<file path="config.mk">
export PLATFORM = sky130hd
export DESIGN_NAME = bd_tag_merge_arbiter
export DESIGN_NICKNAME = d
export VERILOG_FILES = /design/src/rtl/bd_tag_merge_arbiter_pkg.sv /design/src/rtl/bd_tag_merge_arbiter_out_reg.sv /design/src/rtl/bd_tag_merge_arbiter.sv
export SDC_FILE = /design/constraint.sdc
export NUM_CORES = 1
export LEC_CHECK = 0
export ABC_AREA = 0
export CAP_MARGIN = 15
export CORE_UTILIZATION = 35
export DETAILED_ROUTE_END_ITERATION = 12
export HOLD_SLACK_MARGIN = 0.12
export PLACE_DENSITY = 0.83
export REMOVE_ABC_BUFFERS = 1
export SYNTH_ARGS = -nofsm -noshare
export SYNTH_HDL_FRONTEND = slang
export SYNTH_SLANG_ARGS = --single-unit
</file>
<file path="constraint.sdc">
create_clock -name clk -period 5.3 [get_ports clk]
set_clock_uncertainty 0.05 [all_clocks]
set_input_delay 1.325 -clock clk [delete_from_list [all_inputs] [get_ports clk]]
set_output_delay 1.325 -clock clk [all_outputs]
set_load 0.05 [all_outputs]
</file>
<file path="src/rtl/bd_tag_merge_arbiter_pkg.sv">
// Shared definitions for the BD/tag merge arbiter.
//   owner_t        : which requester currently holds the grant
//   LEAF_TAG_COUNT : leaf code carried by tag/count words (low LEAF_W bits)
//   DEFAULT_NDATA  : default merged word width (payload plus leaf code)
package bd_tag_merge_arbiter_pkg;

  localparam int DEFAULT_NDATA = 26;
  localparam int LEAF_W = 5;
  localparam logic [LEAF_W-1:0] LEAF_TAG_COUNT = 5'd30;

  typedef enum logic {
    OWN0 = 1'b0,
    OWN1 = 1'b1
  } owner_t;

  // True when a leaf field marks a tag/count word rather than a BD word.
  function automatic logic is_tag_count(input logic [LEAF_W-1:0] leaf);
    return leaf == LEAF_TAG_COUNT;
  endfunction

endpackage

</file>
<file path="src/rtl/bd_tag_merge_arbiter_out_reg.sv">
// ChannelOutReg: one-entry valid/data/ack output register.
// Ports:
//   clk, reset        : clock, synchronous active-high reset
//   in_v, in_d, in_a  : upstream channel (in_a = loadable & in_v)
//   loadable          : register can take a word this cycle
//   out_v, out_d, out_a : downstream channel, driven straight from flops
module ChannelOutReg
  import bd_tag_merge_arbiter_pkg::*;
#(
  parameter int W = DEFAULT_NDATA
) (
  input  logic         clk,
  input  logic         reset,
  input  logic         in_v,
  input  logic [W-1:0] in_d,
  output logic         in_a,
  output logic         loadable,
  output logic         out_v,
  output logic [W-1:0] out_d,
  input  logic         out_a
);

  // Empty, or the held word leaves at this edge: either way a new word fits.
  assign loadable = !out_v || out_a;
  assign in_a     = loadable && in_v;

  always_ff @(posedge clk) begin
    if (reset) begin
      out_v <= 1'b0;
      out_d <= '0;
    end else if (in_a) begin
      out_v <= 1'b1;
      out_d <= in_d;
    end else if (out_a) begin
      out_v <= 1'b0;
    end
  end

endmodule

</file>
<file path="src/rtl/bd_tag_merge_arbiter.sv">
// bd_tag_merge_arbiter: merges a BD word channel (in0) and a tag/count word
// channel (in1) into one output channel, granting one requester at a time
// with a configurable burst limit.
// Ports:
//   clk, reset              : clock, synchronous active-high reset
//   burst_limit             : max consecutive grants to one requester (0 acts as 1)
//   in0_v / in0_d / in0_a   : BD word channel
//   in1_v / in1_d / in1_a   : tag/count word channel
//   out_v / out_d / out_a   : merged output channel (registered)
//   grant_owner             : current owner, for debug
module bd_tag_merge_arbiter
  import bd_tag_merge_arbiter_pkg::*;
#(
  parameter int NData  = DEFAULT_NDATA,
  parameter int NBurst = 4
) (
  input  logic              clk,
  input  logic              reset,
  input  logic [NBurst-1:0] burst_limit,
  input  logic              in0_v,
  input  logic [NData-1:0]  in0_d,
  output logic              in0_a,
  input  logic              in1_v,
  input  logic [NData-1:0]  in1_d,
  output logic              in1_a,
  output logic              out_v,
  output logic [NData-1:0]  out_d,
  input  logic              out_a,
  output logic              grant_owner
);

  owner_t            owner;
  owner_t            owner_next;
  logic [NBurst-1:0] count;
  logic [NBurst-1:0] count_next;
  logic [NBurst-1:0] count_inc;
  logic [NBurst-1:0] limit_eff;
  logic              own_v;
  logic              other_v;
  logic              hit;
  logic              loadable;
  logic              grant_v;
  logic              grant_a;
  logic [NData-1:0]  grant_d;

  assign limit_eff = (burst_limit == '0) ? NBurst'(1) : burst_limit;

  always_ff @(posedge clk) begin
    if (reset) begin
      owner <= OWN0;
      count <= '0;
    end else begin
      owner <= owner_next;
      count <= count_next;
    end
  end

  // The counter saturates at the limit rather than wrapping, and a limit
  // lowered below the current count is treated as already reached (>=).
  // A requester that is idle while the other is waiting loses the grant
  // even during output back-pressure, so the switch costs one idle cycle.
  always_comb begin
    own_v     = (owner == OWN0) ? in0_v : in1_v;
    other_v   = (owner == OWN0) ? in1_v : in0_v;
    count_inc = count;
    if (grant_a && (count < limit_eff)) begin
      count_inc = count + 1'b1;
    end
    hit        = count_inc >= limit_eff;
    owner_next = owner;
    count_next = count_inc;
    if (other_v && (hit || !own_v)) begin
      owner_next = (owner == OWN0) ? OWN1 : OWN0;
      count_next = '0;
    end
  end

  // Acks are gated by reset so no upstream word is consumed while the
  // output register is being cleared.
  always_comb begin
    in0_a       = 1'b0;
    in1_a       = 1'b0;
    if (!reset && loadable) begin
      in0_a = (owner == OWN0) && in0_v;
      in1_a = (owner == OWN1) && in1_v;
    end
    grant_v     = in0_a || in1_a;
    grant_d     = in1_a ? in1_d : in0_d;
    grant_owner = (owner == OWN1);
  end

  ChannelOutReg #(
    .W(NData)
  ) u_out_reg (
    .clk      (clk),
    .reset    (reset),
    .in_v     (grant_v),
    .in_d     (grant_d),
    .in_a     (grant_a),
    .loadable (loadable),
    .out_v    (out_v),
    .out_d    (out_d),
    .out_a    (out_a)
  );

endmodule

</file>
**Word level (Yosys, flattened, before mapping)**

Index checks and enable logic that the tools add are counted.

- Bitwise operators: 1
- Reduce and logical (&&, ||, !) cells: 15
- Mux-type cells: 10
- $add $sub $neg: 1
- $lt $le $gt $ge: 2

Operators by type and width:

| operator | number |
|---|---|
| 2-to-1 mux 26 bit | 1 |
| 2-to-1 mux 4 bit | 2 |
| 2-to-1 mux 1 bit | 7 |
| logical AND 1 bit | 6 |
| adder 4 x 1 -> 4 bit (second input constant) | 1 |
| greater-or-equal comparator 4 bit | 1 |
| zero test 4 bit | 1 |
| < comparator 4 bit | 1 |
| zero test 1 bit | 3 |
| logical OR 1 bit | 3 |
| nonzero test 2 bit | 1 |
| OR reduction 2 bit | 1 |
| inverter 1 bit | 1 |

- Bits in registers: 32
- Output and inout bits: 30
- Input bits: 61

**Longest topological paths before layout**

Gate-level depths: netlist of run 1.

- Depth after elaboration: 12
- Depth in mapped cells: 13
- Gate-level depth less buffers: 13

**Cells and area by module**

Synthesis of run 1 repeated with hierarchy kept, for this count alone.

- Cell total of the unflattened synthesis: 236
- Area total of the unflattened synthesis: 2229.6 um^2

Modules (own cells, without submodules):

| module | area each (um^2) | cells an instance | times used | sequential area each (um^2) |
|---|---|---|---|---|
| ChannelOutReg | 1267.5 | 124 | 1 | 540.5 |
| bd_tag_merge_arbiter | 962.2 | 112 | 1 | 100.1 |

**Least setup slack after synthesis of run 1**

OpenSTA, ideal clock, no wires.

- Kind: input port to output port
- From: input port out_a
- To: output port in0_a
- Arrival time: 2.550 ns
- Buffers on the path: 0
- Required time: 3.925 ns
- Stages on the path: 3
- Slack: 1.375 ns
- Path through: nand2b_1 -> nand2b_1 -> nor3_1

- Word-level cells in the longest chain between the ends: 3

Ends and longest elaborated chain:

| what | RTL line | source |
|---|---|---|
| start, declared | bd_tag_merge_arbiter.sv:28 | `input logic out_a,` |
| logical OR 1 bit | bd_tag_merge_arbiter_out_reg.sv:24 | `assign loadable = !out_v \|\| out_a;` |
| logical AND 1 bit | bd_tag_merge_arbiter.sv:83 | `if (!reset && loadable) begin` |
| 2-to-1 mux 1 bit | bd_tag_merge_arbiter.sv:83 |  |
| end, declared | bd_tag_merge_arbiter.sv:22 | `output logic in0_a,` |

Every way passes these cells.

**Worst setup path in the final report of run 1**

- From: input port burst_limit[2]
- To: register owner (netlist: grant_owner)

- Word-level cells in the longest chain between the ends: 8

Ends and longest elaborated chain:

| what | RTL line | source |
|---|---|---|
| start, declared | bd_tag_merge_arbiter.sv:19 | `input logic [NBurst-1:0] burst_limit,` |
| zero test 4 bit | bd_tag_merge_arbiter.sv:46 | `assign limit_eff = (burst_limit == '0) ? NBurst'(1) : burst_limit;` |
| 2-to-1 mux 4 bit (*) | bd_tag_merge_arbiter.sv:46 |  |
| < comparator 4 bit | bd_tag_merge_arbiter.sv:66 | `if (grant_a && (count < limit_eff)) begin` |
| logical AND 1 bit | bd_tag_merge_arbiter.sv:66 |  |
| 2-to-1 mux 4 bit | bd_tag_merge_arbiter.sv:66 |  |
| greater-or-equal comparator 4 bit (*) | bd_tag_merge_arbiter.sv:69 | `hit = count_inc >= limit_eff;` |
| logical OR 1 bit (*) | bd_tag_merge_arbiter.sv:72 | `if (other_v && (hit \|\| !own_v)) begin` |
| logical AND 1 bit (*) | bd_tag_merge_arbiter.sv:72 |  |
| end signal, assigned | bd_tag_merge_arbiter.sv:53 | `owner <= owner_next;` |
| end, declared | bd_tag_merge_arbiter.sv:32 | `owner_t owner;` |

Mark *: on every way between the ends. The rest lies on a longest branch, timed or not.
A chain may end at the register's enable or synchronous reset.

==> metrics.yaml, run 1 <==
drt:
  drtPass1Iterations: 4
  drc: 0
  viasPerCell: 5.24
  totalWireLength_mm: 4.55
  wl_per_cell_um: 14.2
  num_vias: 1676
  drt_iter0_drc: 102
  drtAntennaViolNets: 0
synthesis:
  avgSynthCellArea_um2: 8.59
  synth_seq_cells: 32
  yosysWarnings: 0
  syn_area_um2: 1550
  synth_cells: 181
  seq_area_frac_synth_pct: 41.2
  synth_cell_type_count: 27
setup_path:
  path_cells: "clkdlybuf4s50_1, inv_1, ha_1, a21o_1, a21oi_1, o211ai_2, xor2_1, ha_1, nand2b_1, a2111oi_0, nor3_1, o21ai_0, a21oi_1"
  crit_required_ps: 5400
  cp-end-kind: "flop"
  critPathLaunchType: "input port"
  critPathMaxFanout: 6
  worst_path_max_delay_cell: "a2111oi_0"
  critPathMaxStageDelay_ps: 720
  critPathKind: "in2reg"
  critPathArrivalTime_ps: 4480
flow_run:
  drv_cap: 0
power:
  p_per_area_nw_per_um2: 255
  leakage_uw: 0.000960
  power_uw: 665
  peakVddDrop_mv: 0.167
floorplanning:
  dieArea_um2: 4710
  rows: 23
  core_um2: 4140
  die_w_um: 68.6
  initial_core_util_pct: 37.5
  num_io_pins: 91
  dieHeight_um: 68.6
placed_design:
  hpwl_mm: 3.23
  io_buffers: 90
  place.gp.congestion: 0.804
clock_tree:
  clk_latency_ps: 280
  post-cts-setup-buffers: 0
  clock_sinks: 32
  clk_path_buf_depth: 2
  tritoncts: "done"
  htreeDepth: 2
  holdBufCountCts: 0
  cts_resized: 0
  path_clk_slew_ps: 70
  root_buffer: "clkbuf_8"
  cts_buffers: 5
timing:
  slew_violations: 0
  relSlewSlack_pct: 37.2
  fin_crit_ps: 4380
  fmax_mhz: 228
  rsz0062_at_grt: "false"
  fin_crit_sh_pct: 82.6
  tightest_slew_ps: 942
  final-hold-violation-count: 0
  finalSetupViolCount: 0
  setup_tns_ps: 0
min_path:
  min_path_type: "reg2reg"
final_layout:
  areaGrowthSynthToFinish_pct: 67.7
  final_common_cell: "clkdlybuf4s50_1"
  layout_common_cells: "clkdlybuf4s50_1 (88), a21oi_1 (32), dfxtp_1 (32)"
  diodes: 0
  nets: 338
  drive_gt1_share_pct: 7.04
grt:
  track_usage_pct: 20.5
  grt_max_degree: 28
  antenna_found_initial: 0
  gr-total-overflow: 0
  grt_pass1_vias: 1566
  grt_pass1_wl_mm: 6.99
run_status:
  outcome: "complete, no violations"
==> worst max-delay path: cells and delay by family <==
family | cells | cell delay, ps
xor+xnor | 1 | 190
simple gates | 2 | 260
buf+inv | 2 | 560
compound gates | 6 | 1540
fa+ha+maj | 2 | 600
==> registers in the layout, summed over array words and instances (netlist names) <==
signal / flops
u_out_reg.out_v: 1
count: 4
u_out_reg.out_d: 26
grant_owner: 1
==> layout make-up <==
cell class	instances	area, µm²
Tap cell	50	62.6
Inverter	7	26.3
Clock buffer	6	72.6
Fill cell	381	1540
Timing Repair Buffer	94	938
Clock inverter	2	35.0
Multi-Input combinational cell	129	831
Sequential cell	32	641
==> power by group <==
group	leakage (µW)	total, µW	internal (µW)	switching [µW]
Clock	0.0000552	227	139	88.0
Combinational	0.000643	176	81.2	95.3
Sequential	0.000261	261	254	7.67
Total	0.000960	665	474	191
==> cell usage after synthesis (all sizes together) <==
| cell | instances | area (µm²) |
|---|---|---|
| ha | 8 | 100 |
| nor3 | 4 | 31.3 |
| nor2 | 4 | 15.0 |
| dfxtp | 32 | 641 |
| a21oi | 32 | 160 |
| mux2i | 1 | 10.0 |
| o21a | 2 | 15.0 |
| nor2b | 2 | 12.5 |
| nand3 | 2 | 10.0 |
| o21ba | 1 | 10.0 |
| a21o | 2 | 15.0 |
| nand2 | 29 | 109 |
| nand2b | 3 | 18.8 |
| buf | 6 | 32.5 |
| o211ai | 1 | 12.5 |
| inv | 7 | 26.3 |
| a2111oi | 1 | 8.76 |
| or2 | 1 | 6.26 |
| or3 | 3 | 18.8 |
| o21bai | 1 | 7.51 |
| xor2 | 1 | 8.76 |
| mux2 | 1 | 11.3 |
| clkbuf | 7 | 26.3 |
| o21ai | 4 | 20.0 |
| o221ai | 26 | 228 |
==> stage by stage <==
step	instances	cell area, µm²	util (%)	hold slack (ps)	worst slack, ps
6_report	320	2610	62.9	401	920
5_1_grt	320	2610	62.9	416	654
4_1_cts	320	2610	62.9	402	896
3_5_place_dp	312	2500	60.3	392	613
3_3_place_gp	312	2500	60.3	388	831
2_1_floorplan	168	1500	-	447	715
==> final timing paths <==
| check | end | start | cells past startpoint | slack [ps] |
|---|---|---|---|---|
| hold reg to reg | u_out_reg.out_d[17] | u_out_reg.out_d[17] | 2 | 400 |
| setup reg to reg | grant_owner | grant_owner | 9 | 2120 |
| setup / recovery | grant_owner | burst_limit[2] | 13 | 920 |
| hold / removal | u_out_reg.out_d[17] | u_out_reg.out_d[17] | 2 | 400 |
==> cell families (layout without fill, tap and decap cells) <==
| logic type | count (synthesis) | in the layout | synth area share (%) |
|---|---|---|---|
| AO/OA/AOI/OAI | 70 | 70 | 30.7 |
| AND/OR/NAND/NOR | 48 | 48 | 14.3 |
| flip-flops | 32 | 32 | 41.2 |
| buffers and inverters | 20 | 109 | 5.48 |
| adder cells (fa/ha/maj) | 8 | 8 | 6.44 |
| multiplexers | 2 | 2 | 1.37 |
| XOR/XNOR | 1 | 1 | 0.564 |
==> per-layer routing <==
| layer | up-vias | routed length, µm | global-route usage, % |
|---|---|---|---|
| li1 | 846 | - | - |
| met4 | 0 | 62 | 8.59 |
| met3 | 5 | 475 | 8.88 |
| met1 | 756 | 1900 | 23.0 |
| met2 | 69 | 2110 | 33.8 |
| met5 | - | 0 | 0 |
No activity file was read; power rests on OpenSTA's default activity.
==> run 2, diff against run 1 <==
- clock period: 5.3 -> 4.5 ns (I/O delays scaled with it)
==> run 2 against run 1 <==
  * Hold slack got worse by 2.1 ps
  * Sequential share of layout area barely moved
  * Flip-flop and latch count did not move
  * Clock power fell by 11%
  * First-iteration DRC count fell by 21%
  * Setup slack got worse by 450 ps
  * Global-route usage rose by 0.16 points
  * Largest cell class unchanged
  * Critical endpoint is now count[3]
  * Cell count rose by 0.31%
==> metrics.yaml, run 2 (synthesis gave the netlist of run 1 again) <==
power:
  p_per_area_nw_per_um2: 277
  peakVddDrop_mv: 0.184
  power_uw: 720
  leakage_uw: 0.000958
clock_tree:
  clk_latency_ps: 280
  clk_path_buf_depth: 2
  holdBufCountCts: 0
  clock_sinks: 32
  post-cts-setup-buffers: 0
  cts_buffers: 5
  htreeDepth: 2
  tritoncts: "done"
  cts_resized: 0
  path_clk_slew_ps: 60
  root_buffer: "clkbuf_8"
grt:
  track_usage_pct: 20.7
  grt_pass1_wl_mm: 7.13
  gr-total-overflow: 0
  grt_pass1_vias: 1604
  antenna_found_initial: 0
  grt_max_degree: 28
setup_path:
  timing.rr.end: "count[3]"
  critPathMaxFanout: 6
  critPathLaunchType: "input port"
  rr_startpoint: "grant_owner"
  ff2ff_path_depth: 10
  critPathArrivalTime_ps: 4190
  critPathKind: "in2reg"
  cp-end-kind: "flop"
  crit_required_ps: 4660
  crit_end: "count[3]"
  cp-startpoint: "burst_limit[2]"
  r2r_setup_slack_ps: 1550
flow_run:
  drv_cap: 0
drt:
  drtPass1Iterations: 4
  totalWireLength_mm: 4.56
  top_layer_used: "met4"
  drt_iter0_drc: 81
  num_vias: 1702
  viasPerCell: 5.30
  route.met3.wl_um: 407
  drtAntennaViolNets: 0
  wirelength_met1_mm: 1.92
  wl_per_cell_um: 14.2
  drc: 0
  dr_wl_met2_mm: 2.17
timing:
  tightest_slew_ps: 862
  slew_violations: 0
  finalSetupViolCount: 0
  final-hold-violation-count: 0
  rsz0062_at_grt: "false"
  fin_crit_sh_pct: 89.5
  setup_tns_ps: 0
  relSlewSlack_pct: 42.5
  fin_crit_ps: 4030
  fmax_mhz: 248
floorplanning:
  dieArea_um2: 4710
  core_um2: 4140
  dieHeight_um: 68.6
  num_io_pins: 91
  rows: 23
  die_w_um: 68.6
  initial_core_util_pct: 37.5
final_layout:
  layout_common_cells: "clkdlybuf4s50_1 (88), a21oi_1 (32), dfxtp_1 (32)"
  fill_cells: 372
  top_regs: "u_out_reg.out_d (26), count (4)"
  drive_gt1_share_pct: 7.38
  final_common_cell: "clkdlybuf4s50_1"
  diodes: 0
  nets: 340
  largest_register: "u_out_reg.out_d"
  areaGrowthSynthToFinish_pct: 67.6
  final_util_pct: 62.8
  final_area_um2: 2600
  largest_register_ffs: 26
  fin_cells: 321
placed_design:
  hpwl_mm: 3.29
  place.gp.congestion: 0.822
  numPlacedInstances: 314
  dpl_cell_area_um2: 2530
  io_buffers: 90
min_path:
  min_path_type: "reg2reg"
run_status:
  outcome: "complete, no violations"
## run 2: changes by cell type in the layout (fill, tap and decap cells not counted)
cell | previous run | this run
buf_12 | 1 | 2
buf_4 | 5 | 6
bufinv_16 | 1 | 0
## run 2: layout make-up
type,instances,area (µm²),area share (%)
repair buffers,96,966,37.1
clock inverters,1,5.00,0.192
well taps,50,62.6,2.40
clock buffers,6,72.6,2.79
inverters,7,26.3,1.01
flip-flops and latches,32,641,24.6
multi-input cells,129,831,31.9
## run 2: how the worst min path moves through the flow
stage,from,end,slack [ps],depth (start not counted)
after floorplan,count[3],count[3],450,2
after global placement,u_out_reg.out_d[6],u_out_reg.out_d[6],390,2
after detailed placement,u_out_reg.out_d[17],u_out_reg.out_d[17],390,2
after CTS,u_out_reg.out_d[17],u_out_reg.out_d[17],400,2
after global routing,u_out_reg.out_d[6],u_out_reg.out_d[6],420,2
final,u_out_reg.out_d[6],u_out_reg.out_d[6],400,2
## run 2: power by group
group / switching [µW] / leakage [µW] / internal (µW)
combinational: 113 / 0.000656 / 99.4
clock: 95.7 / 0.0000410 / 105
sequential: 8.89 / 0.000261 / 299
## run 2: per-layer routing
layer  global-route usage, %  up-vias
met1                    23.4      778
met2                    34.6       69
li1                        -      850
met3                    8.06        5
met5                       0        -
met4                    8.59        0
## run 2: critical path, cell delays in order
cell	delay, ps
clkdlybuf4s50_1	500
inv_1	60
ha_1	310
a21o_1	160
a21oi_1	160
o211ai_2	170
xor2_1	200
ha_1	310
nand2b_1	130
a2111oi_0	480
buf_4	200
o21bai_1	70
a21o_1	200
a21oi_1	110
## run 2: per-stage QoR
| stage | setup slack, ps | hold WS (ps) |
|---|---|---|
| after floorplan | 315 | 447 |
| after global placement | 385 | 387 |
| after detailed placement | 232 | 393 |
| after CTS | 511 | 402 |
| after global routing | 205 | 425 |
| final | 472 | 399 |
==> run 3, diff against run 2 <==
- CTS_BUF_LIST: unset -> sky130_fd_sc_hd__clkbuf_16
- GPL_TIMING_DRIVEN: unset -> 0
==> run 3 against run 2 <==
  * Register-to-register slack lost 350 ps
  * Non-clock buffer count shrank 4
  * Utilization grew 1.1 points
  * Cell count shrank 0.93%
  * Power grew 15%
  * Sequential power is essentially flat
  * Flip-flop and latch count is the same
  * Clock-buffer cell count shrank 1
  * Via count shrank 1.6%
  * Combinational power is essentially flat
  * Largest cell class unchanged
==> metrics.yaml, run 3 (synthesis gave the netlist of run 1 again) <==
power:
  peakVddDrop_mv: 0.222
  power_uw: 827
  p_per_area_nw_per_um2: 312
  leakage_uw: 0.000975
placed_design:
  io_buffers: 90
  place.gp.congestion: 0.833
  hpwl_mm: 3.03
  dpl_cell_area_um2: 2490
final_layout:
  drive_gt1_share_pct: 6.34
  final_area_um2: 2650
  top_regs: "u_out_reg.out_d (26), count (4)"
  diodes: 0
  largest_register: "u_out_reg.out_d"
  final_common_cell: "clkdlybuf4s50_1"
  areaGrowthSynthToFinish_pct: 70.4
  final_util_pct: 63.9
  nets: 337
  fill_cells: 361
  layout_common_cells: "clkdlybuf4s50_1 (88), a21oi_1 (32), dfxtp_1 (32)"
  largest_register_ffs: 26
timing:
  fmax_mhz: 228
  whs_ps: 397
  slew_violations: 0
  rsz0062_at_grt: "false"
  tightest_slew_ps: 927
  final-hold-violation-count: 0
  setup_tns_ps: 0
  finalSetupViolCount: 0
  relSlewSlack_pct: 38.2
  fin_crit_ps: 4380
  fin_crit_sh_pct: 97.4
clock_tree:
  clk_path_buf_depth: 2
  path_clk_slew_ps: 50
  htreeDepth: 2
  holdBufCountCts: 0
  clock_sinks: 32
  cts_buffers: 5
  clk_latency_ps: 270
  root_buffer: "clkbuf_16"
  tritoncts: "done"
setup_path:
  critPathKind: "in2out"
  ff2ff_path_depth: 9
  rr_startpoint: "grant_owner"
  path_cells: "clkdlybuf4s50_1, nand2_2, nor2_4, buf_16, dlygate4sd2_1"
  worst_path_max_delay_cell: "clkdlybuf4s50_1"
  critPathMaxStageDelay_ps: 560
  crit_required_ps: 3320
  critPathMaxFanout: 27
  timing.rr.end: "count[2]"
  critPathArrivalTime_ps: 3210
  path_buf_inv: 3
  r2r_setup_slack_ps: 1200
  cp-end-kind: "output port"
  critPathLaunchType: "input port"
  critPathTopFamily: "buffers and inverters"
drt:
  viasPerCell: 5.27
  totalWireLength_mm: 4.60
  drtAntennaViolNets: 0
  wl_per_cell_um: 14.4
  drt_iter0_drc: 53
  drtPass1Iterations: 4
  num_vias: 1675
  drc: 0
min_path:
  min_path_type: "reg2reg"
  hold_path_startpoint: "u_out_reg.out_d[21]"
  min_path_cells: 2
  hold_path_end: "u_out_reg.out_d[21]"
floorplanning:
  core_um2: 4140
  dieHeight_um: 68.6
  initial_core_util_pct: 37.5
  die_w_um: 68.6
  dieArea_um2: 4710
  num_io_pins: 91
  rows: 23
grt:
  grt_max_degree: 34
  grt_pass1_wl_mm: 7.18
  antenna_found_initial: 0
  track_usage_pct: 20.7
  grt_pass1_vias: 1551
  gr-total-overflow: 0
run_status:
  outcome: "complete, no violations"
flow_run:
  drv_cap: 0
-- run 3: power breakdown --
group	internal (µW)	switching (µW)	leakage (µW)
clock network	198	111	0.0000709
registers	299	9.03	0.000261
logic	95.5	114	0.000643
total	593	234	0.000975
-- run 3: layer usage --
metal	vias up	track usage [%]	routed length, µm
met4	0	7.03	34
met3	4	7.57	387
met5	-	0	0
li1	846	-	-
met1	762	24.9	1940
met2	63	33.9	2240
-- run 3: layout make-up --
class                           instances  area (µm²)  area share, %
Tap cell                               50        62.6           2.36
Sequential cell                        32         641           24.2
Clock inverter                          2        8.76          0.331
Clock buffer                            5         125           4.73
Inverter                                7        26.3          0.992
Timing Repair Buffer                   92         936           35.3
Multi-Input combinational cell        130         848           32.0
-- run 3: worst max-delay path by stage --
stage	start	cells past startpoint	slack [ps]	to
detailed placement	reset	10	-1180	count[2]
global route	in1_v	5	20	in1_a
CTS	in1_v	5	130	in1_a
global placement	reset	4	-1730	in1_a
finish	in1_v	5	120	in1_a
floorplan	in1_v	2	310	in1_a
-- run 3: metrics by stage --
stage | instances | worst slack [ps]
finish | 318 | 119
global route | 318 | 24.7
CTS | 318 | 125
detailed placement | 309 | -1180
global placement | 308 | -1730
floorplan | 168 | 315
-- run 3: worst min-delay path, cell delays in order (launching register included) --
cell and delay [ps]:
dfxtp_1 300, nand2_1 50, a21oi_1 50
-- run 3: timing repair --
item                                    4_1_cts  5_1_grt
endpoints found under the hold margin         0        0
endpoints found under the setup margin        7        0
resized for setup                             6        0
setup buffers                                 1        0
==> variant (flow settings as in run 2) <==
Reset style: asynchronous (`reset`), changed in 2 clocked blocks. Comments in the files are not updated.
--- a/src/rtl/bd_tag_merge_arbiter_out_reg.sv
+++ b/src/rtl/bd_tag_merge_arbiter_out_reg.sv
@@ -26,3 +26,3 @@
 
-  always_ff @(posedge clk) begin
+  always_ff @(posedge clk or posedge reset) begin
     if (reset) begin
--- a/src/rtl/bd_tag_merge_arbiter.sv
+++ b/src/rtl/bd_tag_merge_arbiter.sv
@@ -47,3 +47,3 @@
 
-  always_ff @(posedge clk) begin
+  always_ff @(posedge clk or posedge reset) begin
     if (reset) begin
Formal check against the unedited RTL: differs if reset is asserted again (counterexample within 4 cycles, from zero or initial values and one cycle with reset high); with reset held inactive, the same outputs for 10 cycles.
==> variant against run 2 <==
- setup slack worse by 210 ps
- critical path depth is 2 lower
- final area is 13% higher
- sequential share of layout area is 2.7 points higher
- sequential cell count stayed put
- first-iteration DRC count is 15% higher
- wire length is 13% higher
- synthesized cell count is 18% higher
- hold slack better by 28 ps
- count of clock-buffer cells in the layout is 1 higher
- synthesized area is 15% higher
Power is not compared: it rests on default switching activity, and its combinational part moved more than twofold at a synthesized area within 25%.
==> variant: results (changes against run 2) <==
Post-DP HPWL=3.914 mm (was 3.291 mm); Fill cells=452 (was 372); worst hold start=u_out_reg.out_d[12]$_DFFE_PP0P_ (was u_out_reg.out_d[6]$_SDFFE_PP0P_); xor/xnor cell area share of the yosys netlist=0.004892 (was 0.005636); adder-cell share of the synthesized area=0.05590 (was 0.06441); CTS root buf=clkbuf_8 (unchanged); Hold Path Cell Cnt=2 (unchanged); register area share after synthesis=0.4472 (was 0.4122); first-pass iteration count of the detailed router=4 (unchanged); Reg power frac=0.298; clk_lat worst skew=270 ps; Most used DFF post-synth=dfrtp_1 (was dfxtp_1); first-pass GRT wire length=8.231 mm (was 7.134 mm); final net count=375 (was 340); Compound-Gate Fraction of Synth Area=0.2152 (was 0.3068); Place WS=14.12 ps (was 232.2 ps); Slew @ Worst Pin=841.0 ps (was 861.9 ps); violation count after the first detailed-routing iteration=93 (was 81); ant diodes=0 (unchanged); mux contribution to synthesized area=0.01747 (was 0.01369); share of cells above drive strength 1=0.07818 (was 0.07380); arrival time at the worst endpoint=4380 ps (was 4190 ps); status=finished, final reports clean (unchanged); Commonest cells post-synth=dfrtp_1 (32), a21oi_1 (31), nand2_1 (31) (was a21oi_1 (32), dfxtp_1 (32), nand2_1 (29)); Crit Reg-Reg Startpoint=count[3]$_DFF_PP0_ (was grant_owner$_SDFFE_PP0P_); Worst R2R Setup Slack=1220 ps (was 1550 ps); htree depth=2 (unchanged); vias in the first global route=1,782 (was 1,604); Yosys warnings=0 (unchanged); via count=1,881 (was 1,702); Netlist cell types=35 (was 27); largest net degree at the start of global routing=28 (unchanged); Max Root-Sink Buffers=2 (unchanged); fraction of registers with async set/reset=1.000 (was 0); Hold Crit Endpoint=u_out_reg.out_d[12]$_DFFE_PP0P_ (was u_out_reg.out_d[6]$_SDFFE_PP0P_); wire length per cell=13.83 um (was 14.20 um); Power Density=478.1 nW/um^2; worst IR drop on VDD=0.0002357 V; Crit Path Max Fanout=5 (was 6); GPL Wtd Cong=0.8170 (was 0.8215); GRT Util Overall=0.2016 (was 0.2071); Post-CTS Setup Inserts=0 (unchanged); placed inst area=2806 sq um (was 2526 sq um); worst r2r dst=count[2]$_DFF_PP0_ (was count[3]$_SDFF_PP0_); Hold Slack=426.5 ps (was 398.8 ps); largest registers=u_out_reg.out_d: 26 flops, count: 4 flops (unchanged); Worst Slack Setup Final=261.8 ps (was 472.2 ps); reg2reg path depth=10 (unchanged); synth top area cells=dfrtp_1 (45%), a21oi_1 (8.7%), o21ai_0 (7.5%), nand2_1 (6.5%), nor2_1 (5.7%) (was dfxtp_1 (41%), o221ai_1 (15%), a21oi_1 (10%), nand2_1 (7.0%), ha_1 (6.4%))
variant: cells by family after synthesis:
group | Yosys count
muxes | 3
DFF | 32
xor gates and xnor gates | 1
adders and majority gates | 8
buffers and inverters | 19
AOI/OAI and AO/OA | 70
and+or+nand+nor | 81
variant: worst max path at each step:
stage	slack [ps]	end	from	cells past startpoint
3_3_place_gp	90	count[2]$_DFF_PP0_	burst_limit[2]	12
2_1_floorplan	210	in0_a	out_a	2
6_report	260	count[2]$_DFF_PP0_	burst_limit[3]	12
4_1_cts	260	count[2]$_DFF_PP0_	burst_limit[2]	12
5_1_grt	40	count[2]$_DFF_PP0_	burst_limit[3]	12
3_5_place_dp	10	count[2]$_DFF_PP0_	burst_limit[2]	12
variant: routing by layer:
layer | routed length [um] | GRT usage | part of all wire
met1 | 2149 | 0.2370 | 0.42
met2 | 2462 | 0.3313 | 0.48
met3 | 507 | 0.08642 | 0.098
met4 | 51 | 0.06410 | 0.0099
met5 | 0 | 0 | 0
variant: final cells by class:
class,count,share of cell area
repair buffers,97,0.3313
flip-flops and latches,32,0.2726
well taps,67,0.02853
clock inverters,1,0.01022
inverters,7,0.008944
clock buffers,7,0.03279
multi-input cells,163,0.3156
variant: worst max-delay path, stage by stage:
cell and delay [ps]:
clkdlybuf4s50_1 480, inv_1 80, ha_1 310, a21oi_1 200, nand2_1 160, or4_4 440, and2_1 170, ha_1 250
nand2b_1 150, a2111oi_0 620, nor2_1 200, a21oi_1 170
variant: stage by stage:
stage,std cells,util
6_report,374,0.6099
5_1_grt,374,0.6099
4_1_cts,374,0.6088
3_5_place_dp,366,0.5826
3_3_place_gp,366,0.5826
2_1_floorplan,202,-
variant: repair_timing:
action | in CTS | in global routing
resized for setup | 0 | 1
setup endpoints to repair | 0 | 4
hold buffers | 0 | 0
